## src/rtl/booth_pkg.sv

```systemverilog
// Shared definitions for the Booth multiplier slice: default operand width,
// product width and the result-collector state encoding.
package booth_pkg;

  localparam int unsigned W_DEF  = 5;
  localparam int unsigned PW_DEF = 2 * W_DEF;

  typedef enum logic {
    IDLE   = 1'b0,
    GOT_HI = 1'b1
  } collState_t;

endpackage

```

## src/rtl/booth_result_collector_if.sv

```systemverilog
// Multiplier-to-collector and collector-to-consumer signals.
// slave = collector side, master = multiplier/consumer side.
interface booth_result_collector_if #(
  parameter int unsigned W = booth_pkg::W_DEF
);

  logic           mul_done;
  logic           mul_sel;
  logic [W-1:0]   mul_data;
  logic           out_valid;
  logic           out_ready;
  logic [2*W-1:0] out_data;
  logic           full;
  logic           err;
  logic           err_clr;

  modport master (
    output mul_done, mul_sel, mul_data, out_ready, err_clr,
    input  out_valid, out_data, full, err
  );

  modport slave (
    input  mul_done, mul_sel, mul_data, out_ready, err_clr,
    output out_valid, out_data, full, err
  );

endinterface

```

## src/rtl/booth_result_collector_prod_fifo.sv

```systemverilog
// Circular synchronous FIFO for assembled products; a push into a full FIFO
// without a simultaneous pop is dropped and flagged on drop.
module prod_fifo #(
  parameter int unsigned WIDTH = 10,
  parameter int unsigned DEPTH = 2
) (
  input  logic                       clk,
  input  logic                       rst,
  input  logic                       push,
  input  logic                       pop,
  input  logic [WIDTH-1:0]           din,
  output logic [WIDTH-1:0]           dout,
  output logic [$clog2(DEPTH):0]     count,
  output logic                       drop
);

  localparam int unsigned AW = $clog2(DEPTH);
  localparam int unsigned CW = AW + 1;
  localparam logic [CW-1:0] FULL_CNT = CW'(DEPTH);

  logic [WIDTH-1:0] mem [DEPTH];
  logic [AW-1:0]    rdPtr;
  logic [AW-1:0]    wrPtr;
  logic             doPush;
  logic             doPop;
  logic             isFull;
  logic             isEmpty;

  assign isFull  = (count == FULL_CNT);
  assign isEmpty = (count == '0);
  assign doPop   = pop & ~isEmpty;
  // A full FIFO still accepts a push when the head leaves in the same cycle.
  assign doPush  = push & (~isFull | doPop);
  assign drop    = push & isFull & ~doPop;

  always_ff @(posedge clk) begin
    if (rst) begin
      rdPtr <= '0;
      wrPtr <= '0;
      count <= '0;
    end else begin
      if (doPush) wrPtr <= wrPtr + AW'(1);
      if (doPop)  rdPtr <= rdPtr + AW'(1);
      case ({doPush, doPop})
        2'b10:   count <= count + CW'(1);
        2'b01:   count <= count - CW'(1);
        default: count <= count;
      endcase
    end
  end

  always_ff @(posedge clk) begin
    if (doPush) mem[wrPtr] <= din;
  end

  assign dout = isEmpty ? '0 : mem[rdPtr];

endmodule

```

## src/rtl/booth_result_collector.sv

```systemverilog
// Reassembles serial hi/lo half-words into 2W-bit products and queues them.
// Optional sticky error status under `ERR_STATUS_EN.
module booth_result_collector
  import booth_pkg::*;
#(
  parameter int unsigned W     = W_DEF,
  parameter int unsigned DEPTH = 2
) (
  input  logic                      clk,
  input  logic                      rst,
  booth_result_collector_if.slave   bus
);

  localparam int unsigned CW = $clog2(DEPTH) + 1;
  localparam logic [CW-1:0] FULL_CNT = CW'(DEPTH);

  collState_t    state;
  collState_t    nextState;
  logic [W-1:0]  hiReg;
  logic [W-1:0]  hiNext;
  logic          push;
  logic          seqErr;
  logic          pop;
  logic          drop;
  logic [CW-1:0] count;

  always_ff @(posedge clk) begin
    if (rst) begin
      state <= IDLE;
      hiReg <= '0;
    end else begin
      state <= nextState;
      hiReg <= hiNext;
    end
  end

  always_comb begin
    nextState = state;
    hiNext    = hiReg;
    push      = 1'b0;
    seqErr    = 1'b0;
    case (state)
      IDLE: begin
        if (bus.mul_done) begin
          if (bus.mul_sel) begin
            seqErr = 1'b1;
          end else begin
            hiNext    = bus.mul_data;
            nextState = GOT_HI;
          end
        end
      end
      GOT_HI: begin
        // The low word must follow the high word with no gap.
        if (!bus.mul_done) begin
          seqErr    = 1'b1;
          nextState = IDLE;
        end else if (bus.mul_sel) begin
          push      = 1'b1;
          nextState = IDLE;
        end else begin
          seqErr = 1'b1;
          hiNext = bus.mul_data;
        end
      end
      default: nextState = IDLE;
    endcase
  end

  assign pop = bus.out_valid & bus.out_ready;

  prod_fifo #(
    .WIDTH (2 * W),
    .DEPTH (DEPTH)
  ) uFifo (
    .clk   (clk),
    .rst   (rst),
    .push  (push),
    .pop   (pop),
    .din   ({hiReg, bus.mul_data}),
    .dout  (bus.out_data),
    .count (count),
    .drop  (drop)
  );

  assign bus.out_valid = (count != '0);
  assign bus.full      = (count == FULL_CNT);

`ifdef ERR_STATUS_EN
  logic errReg;

  // A new error in the clearing cycle takes priority over err_clr.
  always_ff @(posedge clk) begin
    if (rst)                  errReg <= 1'b0;
    else if (seqErr | drop)   errReg <= 1'b1;
    else if (bus.err_clr)     errReg <= 1'b0;
  end

  assign bus.err = errReg;
`else
  logic [2:0] unusedErrBits;
  assign unusedErrBits = {bus.err_clr, seqErr, drop};
  assign bus.err       = 1'b0;
`endif

endmodule

```

## src/flat_wrapper.sv

```systemverilog
// flat-port wrapper written by rule: the top's interface ports become plain ports
module booth_result_collector_flat import booth_pkg::*;
#(
  parameter int unsigned W     = W_DEF,
  parameter int unsigned DEPTH = 2
)
  (clk, rst, bus_mul_done, bus_mul_sel, bus_mul_data, bus_out_ready, bus_err_clr, bus_out_valid, bus_out_data, bus_full, bus_err);
  booth_result_collector_if #(.W(W)) bus_i ();
  input  logic clk;
  input  logic rst;
  input wire logic [$bits(bus_i.mul_done)-1:0] bus_mul_done;
  input wire logic [$bits(bus_i.mul_sel)-1:0] bus_mul_sel;
  input wire logic [$bits(bus_i.mul_data)-1:0] bus_mul_data;
  input wire logic [$bits(bus_i.out_ready)-1:0] bus_out_ready;
  input wire logic [$bits(bus_i.err_clr)-1:0] bus_err_clr;
  output wire logic [$bits(bus_i.out_valid)-1:0] bus_out_valid;
  output wire logic [$bits(bus_i.out_data)-1:0] bus_out_data;
  output wire logic [$bits(bus_i.full)-1:0] bus_full;
  output wire logic [$bits(bus_i.err)-1:0] bus_err;
  assign bus_i.mul_done = bus_mul_done;
  assign bus_i.mul_sel = bus_mul_sel;
  assign bus_i.mul_data = bus_mul_data;
  assign bus_i.out_ready = bus_out_ready;
  assign bus_i.err_clr = bus_err_clr;
  assign bus_out_valid = bus_i.out_valid;
  assign bus_out_data = bus_i.out_data;
  assign bus_full = bus_i.full;
  assign bus_err = bus_i.err;
  booth_result_collector #(.W(W), .DEPTH(DEPTH)) u_core (.clk(clk), .rst(rst), .bus(bus_i));
endmodule
```

## config.mk

```make
export PLATFORM = sky130hd
export DESIGN_NAME = booth_result_collector_flat
export DESIGN_NICKNAME = d
export VERILOG_FILES = /design/src/rtl/booth_pkg.sv /design/src/rtl/booth_result_collector_if.sv /design/src/rtl/booth_result_collector_prod_fifo.sv /design/src/rtl/booth_result_collector.sv /design/src/flat_wrapper.sv
export SDC_FILE = /design/constraint.sdc
export NUM_CORES = 1
export LEC_CHECK = 0
export BUFFER_PORTS_ARGS = -buffer_cell sky130_fd_sc_hd__clkbuf_2
export CORE_UTILIZATION = 25
export CTS_CLUSTER_DIAMETER = 80
export DETAILED_ROUTE_END_ITERATION = 8
export GPL_TIMING_DRIVEN = 0
export MAX_ROUTING_LAYER = met4
export SYNTH_ARGS = -nofsm -noshare
export SYNTH_HDL_FRONTEND = slang
export SYNTH_HIERARCHICAL = 1
export SYNTH_SLANG_ARGS = --single-unit
```

## constraint.sdc

```tcl
create_clock -name clk -period 2.7 [get_ports clk]
set_clock_uncertainty 0.1 [all_clocks]
set_input_delay 0.27 -clock clk [delete_from_list [all_inputs] [get_ports clk]]
set_output_delay 0.27 -clock clk [all_outputs]
set_load 0.02 [all_outputs]
```

# Yosys cells after proc, flatten, opt, wreduce, memory -nomap -nowiden
# Memory sizes are Yosys's and may differ from the RTL's. A register that Yosys moved wholly into a read port is not among the register bits.
# Index checks and enable logic that the tools add are counted.
dict set report totals {
  regBits 10
  mem_bits_rw 20
  input_bits 11
  out_inout_bits 13
  n_memories 1
}
# name depth word_bits read_ports rd_ports_with_merged_regs write_ports line
set memory_table {}
lappend memory_table {u_core.uFifo.mem 2 10 1 1 1 booth_result_collector_prod_fifo.sv:21} ;# logic [WIDTH-1:0] mem [DEPTH];
dict set report classes {
  n_addsub 4
  n_eq_ne 3
  n_mux 12
  bitwise 8
  n_reduce_logical 5
}
# cell count
set ops {}
lappend ops {{$mux 10} 1}
lappend ops {{$mux 5} 2}
lappend ops {{$mux 1} 8}
lappend ops {{$eq 2x2->1 const B} 2}
lappend ops {{$not 1->1} 4}
lappend ops {{$pmux 2 s2} 1}
lappend ops {{$reduce_bool 2->1} 2}
lappend ops {{$and 1x1->1} 3}
lappend ops {{$add 1x1->1 const B} 2}
lappend ops {{$add 2x1->2 const B} 1}
lappend ops {{$eq 2x1->1 const B} 1}
lappend ops {{$logic_not 2->1} 1}
lappend ops {{$reduce_and 2->1} 1}
lappend ops {{$reduce_or 2->1} 1}
lappend ops {{$sub 2x1->2 const B} 1}
lappend ops {{$or 1x1->1} 1}

# Logic depth before layout (Yosys ltp)
# Gate-level depths: netlist of run 1.
dict set report depth {
  ltp_word 7
  depth_mapped 5
  depth_no_buf 5
}

# Modules after synthesis
# The synthesis of run 1 kept the hierarchy.
# mod instances cells_each area_per_inst_um2 seq_area_each_um2
set by_module_without_submodules {}
lappend by_module_without_submodules {prod_fifo 1 72 994.7 700.7}
lappend by_module_without_submodules {booth_result_collector 1 30 290.3 120.1}

# Worst setup path after synthesis of run 1
# OpenSTA, ideal clock, no wires.
dict set report synth_path {
  path_kind {reg-to-reg}
  from {reg u_core.uFifo.count[0]}
  to {mem u_core.uFifo.mem[1][0], enable pin}
  arrival_ps 1470
  required_ps 2224
  path_slack_ps 754
  path_stages_with_launch 5
  synth_period_minus_slack_ps 1946
  cell_sequence {dfxtp_1 -> or2_1 -> and2_1 -> o21ai_2 -> nor2_1}
}
dict set report synth_via {
  elab_chain_cells 7
  word_cells_on_any_way 11
}
# item line
set synth_rtl {}
lappend synth_rtl {{start, declared} booth_result_collector_prod_fifo.sv:13} ;# output logic [$clog2(DEPTH):0] count,
lappend synth_rtl {{start signal, assigned} booth_result_collector_prod_fifo.sv:45} ;# 2'b10: count <= count + CW'(1);
lappend synth_rtl {{start signal, assigned} booth_result_collector_prod_fifo.sv:46} ;# 2'b01: count <= count - CW'(1);
lappend synth_rtl {{start signal, assigned} booth_result_collector_prod_fifo.sv:47} ;# default: count <= count;
lappend synth_rtl {{$reduce_bool 2->1} booth_result_collector.sv:86} ;# assign bus.out_valid = (count != '0);
lappend synth_rtl {{named net bus_out_valid} flat_wrapper.sv:16} ;# output wire logic [$bits(bus_i.out_valid)-1:0] bus_out_valid;
lappend synth_rtl {{$and 1x1->1} booth_result_collector.sv:70} ;# assign pop = bus.out_valid & bus.out_ready;
lappend synth_rtl {{named net u_core.pop} booth_result_collector.sv:23} ;# logic pop;
lappend synth_rtl {{$and 1x1->1} booth_result_collector_prod_fifo.sv:31} ;# assign doPop = pop & ~isEmpty;
lappend synth_rtl {{$or 1x1->1} booth_result_collector_prod_fifo.sv:33} ;# assign doPush = push & (~isFull | doPop);
lappend synth_rtl {{$and 1x1->1} booth_result_collector_prod_fifo.sv:33}
lappend synth_rtl {{$mux 1} booth_result_collector_prod_fifo.sv:53} ;# if (doPush) mem[wrPtr] <= din;
lappend synth_rtl {{$mux 1 (implied by the code)} booth_result_collector_prod_fifo.sv:53}
lappend synth_rtl {{end, declared} booth_result_collector_prod_fifo.sv:21}
# The timed path passes the listed nets, and every way through them passes these cells.

# Final worst setup path of run 1
dict set report layout_path {
  from {reg u_core.uFifo.count[0]}
  to {mem u_core.uFifo.mem[0][1], enable pin}
}
dict set report layout_via {
  elab_chain_cells 7
  word_cells_on_any_way 11
}
# item line
set layout_rtl {}
lappend layout_rtl {{$reduce_bool 2->1} booth_result_collector.sv:86}
lappend layout_rtl {{$and 1x1->1} booth_result_collector.sv:70}
lappend layout_rtl {{named net u_core.pop} booth_result_collector.sv:23}
lappend layout_rtl {{$and 1x1->1} booth_result_collector_prod_fifo.sv:31}
lappend layout_rtl {{$or 1x1->1} booth_result_collector_prod_fifo.sv:33}
lappend layout_rtl {{$and 1x1->1} booth_result_collector_prod_fifo.sv:33}
lappend layout_rtl {{$mux 1} booth_result_collector_prod_fifo.sv:53}
lappend layout_rtl {{$mux 1 (implied by the code)} booth_result_collector_prod_fifo.sv:53}
# The timed path passes the listed nets, and every way through them passes these cells.

==> summary.json, run 1 <==
{
  "critical_path": {
    "crit_type": "flop to flop",
    "critical-path-slowest-cell": "nor2_1",
    "worst_path_largest_cell_delay_ns": 0.70,
    "worst_ep_arrival_time_ns": 1.95,
    "r2r-end": "u_core/uFifo/mem[0][1]$_DFFE_PP_",
    "timing.rr.start": "u_core/uFifo/count[0]$_SDFFE_PP0P_",
    "worst_r2r_path_depth": 4,
    "worstPathBufferInverterCount": 0,
    "timing.critical_path.fanout_max": 10,
    "critPathTopFamily": "simple AND/OR/NAND/NOR gates",
    "crit_path_cells": "or2_1 -> and2_1 -> o21ai_2 -> nor2_1",
    "worst-r2r-setup-slack_ns": 0.54,
    "critical_path_required_ns": 2.49,
    "endpoint_kind": "flop",
    "timing.critical_path.from_type": "flop"
  },
  "timing": {
    "final.period_utilization_pct": 80.1,
    "timing.final.crit_period_ns": 2.16,
    "fmaxAchievable_mhz": 462,
    "finalSetupTns_ns": 0,
    "rsz0062_at_grt": "no",
    "timing_worst_slew_pin_value_ns": 0.911,
    "max-slew-margin-rel_pct": 39.0,
    "setup_viol_count_final": 0,
    "finalHoldWorstSlack_ns": 0.123,
    "final-hold-violation-count": 0,
    "timing.final.max_slew_violations": 0
  },
  "status": {
    "status": "finished clean"
  },
  "logic_synthesis": {
    "syn_avg_cell_area_sq_um": 12.7,
    "synthesized_netlist_net_count": 112,
    "synth.cell_area_sq_mm": 0.00128,
    "syn_inst": 101,
    "ys_warn_count": 6
  },
  "die": {
    "core_region_area_sq_mm": 0.00482,
    "initial_utilization_pct": 26.6,
    "dieArea_sq_mm": 0.00542,
    "die_width_microns": 73.6,
    "boundaryPins": 24,
    "die_height_microns": 73.6,
    "placementRows": 25
  },
  "placed_design": {
    "globalplace.congestion": 0.721,
    "dp_cell_count": 189,
    "placement.io_buffers": 21,
    "dpl.hpwl_microns": 1560
  },
  "route": {
    "antenna_left": 0,
    "avgViaCountPerCell": 4.08,
    "avgRoutedWirePerCell_microns": 11.0,
    "drt_pass1_iterations": 4,
    "post-route-drc-count": 0,
    "finalWirelength_microns": 2170,
    "drt_iter0_drcs": 16,
    "route.vias.total": 804
  },
  "layout": {
    "layoutNonFillerInstCount": 197,
    "fill_cells": 505,
    "area.growth.synth_to_final_pct": 21.0,
    "n_antenna_cell": 0,
    "layout.area.seq_sq_um": 821,
    "nets": 140,
    "multi_input_comb_area_sq_um": 435,
    "post_route_cells_drive_above_1_share_pct": 25.4,
    "final_util_pct": 32.2
  },
  "clock_network": {
    "ctsLongestPathBuffers": 2,
    "post_cts_hold_buffer_count": 0,
    "number_of_h_tree_branching_levels": 2,
    "cts_resized": 0,
    "cts_inserted_buffers": 5,
    "clock-sinks": 31,
    "clk_pin_slew_worst_paths_ns": 0.06,
    "clockRootBuffer": "clkbuf_8",
    "cts_setup_buffers": 0,
    "clkLatencyLatePin_ns": 0.27,
    "tritoncts": "done"
  },
  "flow_run": {
    "drv_cap": 0
  },
  "grt": {
    "overflow": 0,
    "first_global_vias": 755,
    "grt.total_usage_pct": 9.36,
    "grt_pass1_wl_microns": 3510,
    "initial_antenna_violation_count": 0,
    "largest_net_degree_at_the_start_of_global_routing": 11
  },
  "worst_hold_path": {
    "min_path_type": "primary input to flop",
    "hold_path_depth": 1,
    "hold_path_end": "u_core/uFifo/mem[0][0]$_DFFE_PP_",
    "hold_path.startpoint": "bus_mul_data[0]"
  },
  "power_and_ir_drop": {
    "power.density_mw_per_mm2": 565,
    "peakVddDrop_uv": 235,
    "power.leakage_nw": 0.571
  }
}
[worst max-delay path by stage]
stage	from	endpoint	slack (ns)	cells past startpoint
after floorplan	u_core/uFifo/count[0]$_SDFFE_PP0P_	u_core/uFifo/mem[1][0]$_DFFE_PP_	0.75	4
after global placement	u_core/uFifo/count[0]$_SDFFE_PP0P_	u_core/uFifo/mem[1][7]$_DFFE_PP_	0.61	4
after detailed placement	u_core/uFifo/count[0]$_SDFFE_PP0P_	u_core/uFifo/mem[0][1]$_DFFE_PP_	0.55	4
after CTS	u_core/uFifo/count[0]$_SDFFE_PP0P_	u_core/uFifo/mem[0][1]$_DFFE_PP_	0.53	4
after global routing	u_core/uFifo/count[0]$_SDFFE_PP0P_	u_core/uFifo/mem[0][1]$_DFFE_PP_	0.40	4
final	u_core/uFifo/count[0]$_SDFFE_PP0P_	u_core/uFifo/mem[0][1]$_DFFE_PP_	0.54	4
[where the power goes]
part           internal, mW  switching, mW  leakage, nW
Clock                 0.175          0.143       0.0403
Combinational        0.0182         0.0236        0.261
Sequential            0.511        0.00410        0.270
Total                 0.704          0.171        0.571
[flip-flops by register name, summed over array words and instances (netlist names), named ones only]
register and flops:
u_core/state 1, u_core/uFifo/count 2, u_core/uFifo/rdPtr 1, u_core/uFifo/mem 20, u_core/uFifo/wrPtr 1, u_core/hiReg 5
[through the flow]
step	setup slack (ns)	total power, mW	cell area (sq um)
floorplan	0.754	0.548	1280
global placement	0.611	0.566	1470
detailed placement	0.548	0.567	1470
CTS	0.528	0.887	1550
global route	0.400	0.912	1550
finish	0.538	0.875	1550
[placed cells by master, fill, tap and decap left out, types with 3 or more instances in the layout]
cell	instances
nand2b_1	8
edfxtp_1	20
a21oi_1	3
nor2_1	17
clkbuf_8	5
clkbuf_2	21
o21ai_1	5
nand4bb_1	5
mux2i_1	11
dfxtp_1	11
[layout make-up]
class                   instances  area share [%]
clock inverters                 2           0.484
plain buffers                   4            1.37
repair buffers                 21            6.78
well taps                      67            5.41
flip-flops and latches         31            52.9
clock buffers                   6            4.68
inverters                       1           0.242
multi-input cells              65            28.1
[per-layer routing]
metal  GRT usage (%)  wire (microns)
met3            3.16             113
met5               -               0
met1            10.6             981
met2            14.5            1050
met4            5.13              32
Power figures use the tool's default switching activity.
==> run 2: changes to the inputs <==
- ABC_AREA: not set -> 1
- clock period: 2.7 -> 1.95 ns (I/O delays scaled with it)
==> summary.json, run 2 <==
{
  "status": {
    "status": {"value": "finished clean", "change": "unchanged"}
  },
  "layout": {
    "n_antenna_cell": {"value": 0, "change": "unchanged"},
    "nets": {"value": 173, "change": "was 140"},
    "layout.cells.most_common": {"value": "nand2_1", "change": "was clkbuf_2"},
    "mostFrequentLayoutCells": {"value": "33 x nand2_1, 21 x clkbuf_2, 20 x edfxtp_1", "change": "was 21 x clkbuf_2, 20 x edfxtp_1, 17 x nor2_1"},
    "largest_register_ff_count": {"value": 20, "change": "unchanged"},
    "fill_cells": {"value": 526, "change": "was 505"},
    "final_design_area_no_fill": {"value": 0.00160, "unit": "sq mm", "change": "was 0.00155 sq mm"},
    "multi_input_comb_area": {"value": 392, "unit": "sq um", "change": "was 435 sq um"},
    "reg_top3": {"value": "u_core/uFifo/mem (20), u_core/hiReg (5), u_core/uFifo/count (2)", "change": "unchanged"},
    "layout.area.seq": {"value": 821, "unit": "sq um", "change": "unchanged"},
    "layoutNonFillerInstCount": {"value": 230, "change": "was 197"},
    "area.growth.synth_to_final": {"value": 25.0, "unit": "%", "change": "was 21.0%"},
    "largest-register": {"value": "u_core/uFifo/mem", "change": "unchanged"},
    "post_route_cells_drive_above_1_share": {"value": 24.5, "unit": "%", "change": "was 25.4%"}
  },
  "critical_path": {
    "launching_instance_or_port_of_the_critical_path": {"value": "u_core/uFifo/count[1]$_SDFFE_PP0P_", "change": "was u_core/uFifo/count[0]$_SDFFE_PP0P_"},
    "crit_path_cells": {"value": "o21a_1 -> inv_1 -> nand3_1 -> nand2_1 -> nor2_4", "change": "was or2_1 -> and2_1 -> o21ai_2 -> nor2_1"},
    "critical_path_required": {"value": 1.79, "unit": "ns", "change": "was 2.49 ns"},
    "endpoint_kind": {"value": "flop", "change": "unchanged"},
    "worst_ep_arrival_time": {"value": 1.65, "unit": "ns", "change": "was 1.95 ns"},
    "timing.rr.start": {"value": "u_core/uFifo/count[1]$_SDFFE_PP0P_", "change": "was u_core/uFifo/count[0]$_SDFFE_PP0P_"},
    "crit_type": {"value": "flop to flop", "change": "unchanged"},
    "timing.critical_path.from_type": {"value": "flop", "change": "unchanged"},
    "timing.critical_path.fanout_max": {"value": 11, "change": "was 10"},
    "critical-path-slowest-cell": {"value": "dfxtp_1", "change": "was nor2_1"},
    "worst_path_largest_cell_delay": {"value": 0.48, "unit": "ns", "change": "was 0.70 ns"}
  },
  "timing": {
    "setup_viol_count_final": {"value": 0, "change": "unchanged"},
    "setup_ws": {"value": 0.137, "unit": "ns", "change": "was 0.538 ns"},
    "timing.final.max_slew_violations": {"value": 0, "change": "unchanged"},
    "fmaxAchievable": {"value": 552, "unit": "MHz", "change": "was 462 MHz"},
    "final.period_utilization": {"value": 93.0, "unit": "%", "change": "was 80.1%"},
    "finalHoldWorstSlack": {"value": 0.0317, "unit": "ns", "change": "was 0.123 ns"},
    "rsz0062_at_grt": {"value": "no", "change": "unchanged"},
    "final-hold-violation-count": {"value": 0, "change": "unchanged"},
    "timing.final.crit_period": {"value": 1.81, "unit": "ns", "change": "was 2.16 ns"}
  },
  "power_and_ir_drop": {
    "comb_power_share": {"value": 4.3, "unit": "%", "change": "was 4.8%"},
    "power.leakage": {"value": 0.649, "unit": "nW", "change": "was 0.571 nW"},
    "seqPwrFrac": {"value": 50.5, "unit": "%", "change": "was 58.9%"},
    "p_sw_share": {"value": 19.3, "unit": "%", "change": "was 19.5%"},
    "p_sw": {"value": 274, "unit": "uW", "change": "was 171 uW"},
    "power.density": {"value": 890, "unit": "mW/mm^2", "change": "was 565 mW/mm^2"},
    "peakVddDrop": {"value": 283, "unit": "uV", "change": "was 235 uV"},
    "internal_power_of_the_cells": {"value": 1.14, "unit": "mW", "change": "was 704 uW"},
    "power.clock.fraction": {"value": 45.2, "unit": "%", "change": "was 36.4%"}
  },
  "flow_run": {
    "drv_cap": {"value": 0, "change": "unchanged"}
  },
  "route": {
    "post-route-drc-count": {"value": 0, "change": "unchanged"},
    "drt_pass1_iterations": {"value": 4, "change": "unchanged"},
    "route.vias.total": {"value": 917, "change": "was 804"},
    "avgViaCountPerCell": {"value": 3.99, "change": "was 4.08"},
    "antenna_left": {"value": 0, "change": "unchanged"},
    "finalWirelength": {"value": 2380, "unit": "microns", "change": "was 2170 microns"},
    "avgRoutedWirePerCell": {"value": 10.4, "unit": "microns", "change": "was 11.0 microns"},
    "drt_iter0_drcs": {"value": 47, "change": "was 16"}
  },
  "placed_design": {
    "dpl_ws": {"value": -0.230, "unit": "ns", "change": "was 0.548 ns"},
    "globalplace.congestion": {"value": 0.676, "change": "was 0.721"},
    "placement.io_buffers": {"value": 21, "change": "unchanged"},
    "detailed_place.area": {"value": 0.00147, "unit": "sq mm", "change": "about the same"},
    "dp_cell_count": {"value": 222, "change": "was 189"},
    "dpl.hpwl": {"value": 1650, "unit": "microns", "change": "was 1560 microns"}
  },
  "die": {
    "placementRows": {"value": 25, "change": "unchanged"},
    "core_region_area": {"value": 0.00482, "unit": "sq mm", "change": "unchanged"},
    "boundaryPins": {"value": 24, "change": "unchanged"},
    "die_width": {"value": 73.5, "unit": "microns", "change": "was 73.6 microns"},
    "initial_utilization": {"value": 26.5, "unit": "%", "change": "was 26.6%"},
    "die_height": {"value": 73.5, "unit": "microns", "change": "was 73.6 microns"},
    "dieArea": {"value": 0.00539, "unit": "sq mm", "change": "was 0.00542 sq mm"}
  },
  "worst_hold_path": {
    "hold_path.startpoint": {"value": "bus_mul_data[4]", "change": "was bus_mul_data[0]"},
    "min_path_type": {"value": "primary input to flop", "change": "unchanged"}
  },
  "clock_network": {
    "ctsLongestPathBuffers": {"value": 2, "change": "unchanged"},
    "clk_pin_slew_worst_paths": {"value": 0.06, "unit": "ns", "change": "about the same"},
    "number_of_h_tree_branching_levels": {"value": 2, "change": "unchanged"},
    "cts_inserted_buffers": {"value": 5, "change": "unchanged"},
    "clkLatencyLatePin": {"value": 0.27, "unit": "ns", "change": "about the same"},
    "post_cts_hold_buffer_count": {"value": 0, "change": "unchanged"},
    "tritoncts": {"value": "done", "change": "unchanged"},
    "clockRootBuffer": {"value": "clkbuf_8", "change": "unchanged"},
    "clock-sinks": {"value": 31, "change": "unchanged"}
  },
  "logic_synthesis": {
    "syn_inst": {"value": 134, "change": "was 101"},
    "synth.cell_area": {"value": 0.00128, "unit": "sq mm", "change": "about the same"},
    "synthesized_netlist_net_count": {"value": 145, "change": "was 112"},
    "syn_avg_cell_area": {"value": 9.52, "unit": "sq um", "change": "was 12.7 sq um"},
    "ys_warn_count": {"value": 6, "change": "unchanged"}
  },
  "grt": {
    "initial_antenna_violation_count": {"value": 0, "change": "unchanged"},
    "largest_net_degree_at_the_start_of_global_routing": {"value": 12, "change": "was 11"},
    "grt.total_usage": {"value": 10.2, "unit": "%", "change": "was 9.36%"},
    "first_global_vias": {"value": 816, "change": "was 755"},
    "overflow": {"value": 0, "change": "unchanged"},
    "grt_pass1_wl": {"value": 3860, "unit": "microns", "change": "was 3510 microns"}
  }
}
-- run 2: per-stage QoR --
stage               power [mW]  util [%]  setup TNS, ns
floorplan                0.765         -              0
global placement         0.791      30.4          -2.38
detailed placement       0.792      30.4          -2.45
CTS                       1.44      33.1              0
global route              1.48      33.1              0
finish                    1.42      33.1              0
-- run 2: critical path: cells and delay by family (launching register included) --
| family | cells | cell delay [ns] |
|---|---|---|
| and+or+nand+nor | 3 | 0.59 |
| buffers and inverters | 1 | 0.10 |
| AOI/OAI and AO/OA | 1 | 0.21 |
| DFF | 1 | 0.48 |
-- run 2: layer usage --
| metal | GRT usage, % | part of all wire, % | vias to the layer above |
|---|---|---|---|
| li1 | - | - | 488 |
| met1 | 11.7 | 49 | 402 |
| met2 | 15.7 | 45 | 24 |
| met3 | 4.25 | 5.4 | 3 |
| met4 | 3.85 | 1.2 | 0 |
| met5 | - | 0 | - |
-- run 2: path summary, 6_finish.rpt --
check,to,slack (ns),cells past startpoint
worst max-delay path,u_core/uFifo/mem[1][9]$_DFFE_PP_,0.14,5
worst min-delay path,u_core/uFifo/mem[1][4]$_DFFE_PP_,0.03,1
worst max register to register,u_core/uFifo/mem[1][9]$_DFFE_PP_,0.14,5
worst min register to register,u_core/uFifo/mem[1][8]$_DFFE_PP_,0.36,0
-- run 2: power by group through the flow --
| stage | clock, mW | combinational [mW] | sequential [mW] |
|---|---|---|---|
| floorplan | 0 | 0.0361 | 0.729 |
| global placement | 0 | 0.0606 | 0.730 |
| detailed placement | 0 | 0.0612 | 0.731 |
| CTS | 0.661 | 0.0621 | 0.717 |
| global route | 0.691 | 0.0689 | 0.717 |
| finish | 0.641 | 0.0615 | 0.717 |
-- run 2: layout make-up --
class / instances / area share (%)
repair buffers: 21 / 6.59
inverters: 16 / 3.76
plain buffers: 3 / 1.02
multi-input cells: 84 / 24.5
clock inverters: 2 / 2.20
flip-flops and latches: 31 / 51.5
well taps: 67 / 5.25
clock buffers: 6 / 5.18
-- run 2: repair_timing --
action | in CTS | in global routing
resized for setup | 3 | 0
buffers inserted | 0 | 0
endpoints found under the setup margin | 20 | 0
==> run 3: changes to the inputs <==
- PLACE_DENSITY: not set -> 0.53
- REMOVE_ABC_BUFFERS: not set -> 1
- SKIP_CTS_REPAIR_TIMING: not set -> 1
==> summary.json, run 3 (synthesis gave the netlist of run 2 again) <==
{
  "status": {
    "status": {"value": "complete, but fails checks", "change": "was finished clean"},
    "failed_checks": "setup timing"
  },
  "flow_run": {
    "drv_cap": {"value": 0, "change": "unchanged"}
  },
  "grt": {
    "largest_net_degree_at_the_start_of_global_routing": {"value": 12, "change": "unchanged"},
    "first_global_vias": {"value": 853, "change": "was 816"},
    "initial_antenna_violation_count": {"value": 0, "change": "unchanged"},
    "grt.total_usage": {"value": 10.5, "unit": "%", "change": "was 10.2%"},
    "overflow": {"value": 0, "change": "unchanged"},
    "grt_pass1_wl": {"value": 3990, "unit": "microns", "change": "was 3860 microns"}
  },
  "critical_path": {
    "endpoint_kind": {"value": "flop", "change": "unchanged"},
    "crit_path_cells": {"value": "o21a_1 -> inv_1 -> nand3_1 -> nand2_1 -> nor2_2", "change": "was o21a_1 -> inv_1 -> nand3_1 -> nand2_1 -> nor2_4"},
    "worst_path_largest_cell_delay": {"value": 0.51, "unit": "ns", "change": "was 0.48 ns"},
    "crit_type": {"value": "flop to flop", "change": "unchanged"},
    "critical_path_required": {"value": 1.76, "unit": "ns", "change": "was 1.79 ns"},
    "worst_r2r_path_depth": {"value": 5, "change": "unchanged"},
    "critical-path-slowest-cell": {"value": "dfxtp_1", "change": "unchanged"},
    "worst_ep_arrival_time": {"value": 1.77, "unit": "ns", "change": "was 1.65 ns"},
    "crit_cells": {"value": 5, "change": "unchanged"},
    "worstPathBufferInverterCount": {"value": 1, "change": "unchanged"},
    "critPathTopFamily": {"value": "simple AND/OR/NAND/NOR gates", "change": "unchanged"},
    "timing.critical_path.from_type": {"value": "flop", "change": "unchanged"},
    "timing.critical_path.fanout_max": {"value": 10, "change": "was 11"}
  },
  "placed_design": {
    "globalplace.congestion": {"value": 0.763, "change": "was 0.676"},
    "dpl_ws": {"value": -0.251, "unit": "ns", "change": "was -0.230 ns"},
    "dpl.hpwl": {"value": 1650, "unit": "microns", "change": "about the same"},
    "placement.io_buffers": {"value": 21, "change": "unchanged"},
    "dp_cell_count": {"value": 219, "change": "was 222"}
  },
  "worst_hold_path": {
    "min_path_type": {"value": "primary input to flop", "change": "unchanged"},
    "hold_path_depth": {"value": 1, "change": "unchanged"}
  },
  "timing": {
    "timing.final.crit_period": {"value": 1.96, "unit": "ns", "change": "was 1.81 ns"},
    "timing.final.max_slew_violations": {"value": 0, "change": "unchanged"},
    "setup_ws": {"value": -0.0102, "unit": "ns", "change": "was 0.137 ns"},
    "final.period_utilization": {"value": 101, "unit": "%", "change": "was 93.0%"},
    "rsz0062_at_grt": {"value": "yes", "change": "was no"},
    "finalSetupTns": {"value": -0.113, "unit": "ns", "change": "was 0 ns"},
    "timing_worst_slew_pin_value_ns": 0.584,
    "max-slew-margin-rel_pct": 61.0,
    "setup_viol_count_final": {"value": 20, "change": "was 0"},
    "final-hold-violation-count": {"value": 0, "change": "unchanged"},
    "fmaxAchievable": {"value": 510, "unit": "MHz", "change": "was 552 MHz"}
  },
  "layout": {
    "layout.area.seq": {"value": 822, "unit": "sq um", "change": "was 821 sq um"},
    "mostFrequentLayoutCells": {"value": "33 x nand2_1, 21 x clkbuf_2, 20 x edfxtp_1", "change": "unchanged"},
    "post_route_cells_drive_above_1_share": {"value": 24.4, "unit": "%", "change": "was 24.5%"},
    "multi_input_comb_area": {"value": 382, "unit": "sq um", "change": "was 392 sq um"},
    "fill_cells": {"value": 538, "change": "was 526"},
    "layout.cells.most_common": {"value": "nand2_1", "change": "unchanged"},
    "nets": {"value": 170, "change": "was 173"},
    "layoutNonFillerInstCount": {"value": 227, "change": "was 230"},
    "final_util": {"value": 32.5, "unit": "%", "change": "was 33.1%"},
    "largest_register_ff_count": {"value": 20, "change": "unchanged"},
    "area.growth.synth_to_final": {"value": 22.5, "unit": "%", "change": "was 25.0%"},
    "largest-register": {"value": "u_core/uFifo/mem", "change": "unchanged"},
    "reg_top3": {"value": "u_core/uFifo/mem (20), u_core/hiReg (5), u_core/uFifo/count (2)", "change": "unchanged"},
    "n_antenna_cell": {"value": 0, "change": "unchanged"}
  },
  "route": {
    "wl_met3": {"value": 133, "unit": "microns", "change": "was 129 microns"},
    "drt_iter0_drcs": {"value": 20, "change": "was 47"},
    "length_of_routed_wiring_on_met1": {"value": 1160, "unit": "microns", "change": "about the same"},
    "met2_wirelength": {"value": 1020, "unit": "microns", "change": "was 1070 microns"},
    "dr.max_layer_used": {"value": "met4", "change": "unchanged"},
    "post-route-drc-count": {"value": 0, "change": "unchanged"},
    "finalWirelength": {"value": 2360, "unit": "microns", "change": "was 2380 microns"},
    "antenna_left": {"value": 0, "change": "unchanged"},
    "drt_pass1_iterations": {"value": 4, "change": "unchanged"},
    "avgRoutedWirePerCell": {"value": 10.4, "unit": "microns", "change": "about the same"},
    "route.vias.total": {"value": 916, "change": "was 917"},
    "avgViaCountPerCell": {"value": 4.04, "change": "was 3.99"}
  },
  "clock_network": {
    "clk_pin_slew_worst_paths": {"value": 0.06, "unit": "ns", "change": "about the same"},
    "clkLatencyLatePin": {"value": 0.28, "unit": "ns", "change": "was 0.27 ns"},
    "clockRootBuffer": {"value": "clkbuf_8", "change": "unchanged"},
    "number_of_h_tree_branching_levels": {"value": 2, "change": "unchanged"},
    "ctsLongestPathBuffers": {"value": 2, "change": "unchanged"},
    "clock-sinks": {"value": 31, "change": "unchanged"},
    "cts_inserted_buffers": {"value": 5, "change": "unchanged"},
    "tritoncts": {"value": "done", "change": "unchanged"}
  },
  "die": {
    "dieArea": {"value": 0.00539, "unit": "sq mm", "change": "unchanged"},
    "initial_utilization": {"value": 26.5, "unit": "%", "change": "unchanged"},
    "core_region_area": {"value": 0.00482, "unit": "sq mm", "change": "unchanged"},
    "boundaryPins": {"value": 24, "change": "unchanged"},
    "placementRows": {"value": 25, "change": "unchanged"},
    "die_height": {"value": 73.5, "unit": "microns", "change": "unchanged"},
    "die_width": {"value": 73.5, "unit": "microns", "change": "unchanged"}
  },
  "power_and_ir_drop": {
    "power.leakage": {"value": 0.634, "unit": "nW", "change": "was 0.649 nW"},
    "power.density": {"value": 881, "unit": "mW/mm^2", "change": "was 890 mW/mm^2"},
    "peakVddDrop": {"value": 324, "unit": "uV", "change": "was 283 uV"},
    "power": {"value": 1.38, "unit": "mW", "change": "was 1.42 mW"}
  }
}
==> run 3: cell count changes in the layout (fill, tap and decap cells not counted) <==
cell and change:
clkinvlp_4 +1, dfxtp_2 +1, nor2_2 +2, clkbuf_8 -1
buf_4 -1, buf_2 -1, clkbuf_1 -1, dfxtp_1 -1
nor2_4 -2
==> run 3: path summary, 6_finish.rpt <==
check	startpoint	end	slack, ns
setup / recovery	u_core/uFifo/count[0]$_SDFFE_PP0P_	u_core/uFifo/mem[0][8]$_DFFE_PP_	-0.01
hold / removal	bus_mul_data[4]	u_core/uFifo/mem[0][4]$_DFFE_PP_	0.03
setup reg to reg	u_core/uFifo/count[0]$_SDFFE_PP0P_	u_core/uFifo/mem[0][8]$_DFFE_PP_	-0.01
hold reg to reg	u_core/uFifo/rdPtr$_SDFFE_PP0N_	flop	0.35
==> run 3: area by class of cell <==
cell class                 count  share of cell area (%)
timing repair buffer          21                    6.72
sequential                    31                    52.6
inverter                      16                    4.08
clock buffer                   5                    4.40
multi-input combinational     84                    24.4
clock inverter                 3                    2.48
tap                           67                    5.36
==> run 3: where the power goes <==
group	internal, mW	switching, mW
clock network	0.373	0.230
logic	0.0204	0.0383
registers	0.710	0.00682
total	1.10	0.275
==> run 3: layer usage <==
layer,up-vias,global-route usage [%]
li1,482,-
met1,404,13.2
met2,24,15.1
met3,6,4.12
met4,0,3.85
met5,-,-
==> run 3: worst reg2reg max path: stages (launching register included) <==
cell     delay (ns)
dfxtp_1        0.51
o21a_1         0.19
inv_1          0.10
nand3_1        0.13
nand2_1        0.10
nor2_2         0.48
==> run 3: per-stage QoR <==
stage,hold slack (ns),instance area (sq um)
floorplan,0.172,1260
global placement,0.308,1450
detailed placement,0.315,1450
CTS,0.0218,1560
global route,0.0176,1560
finish,0.0264,1560
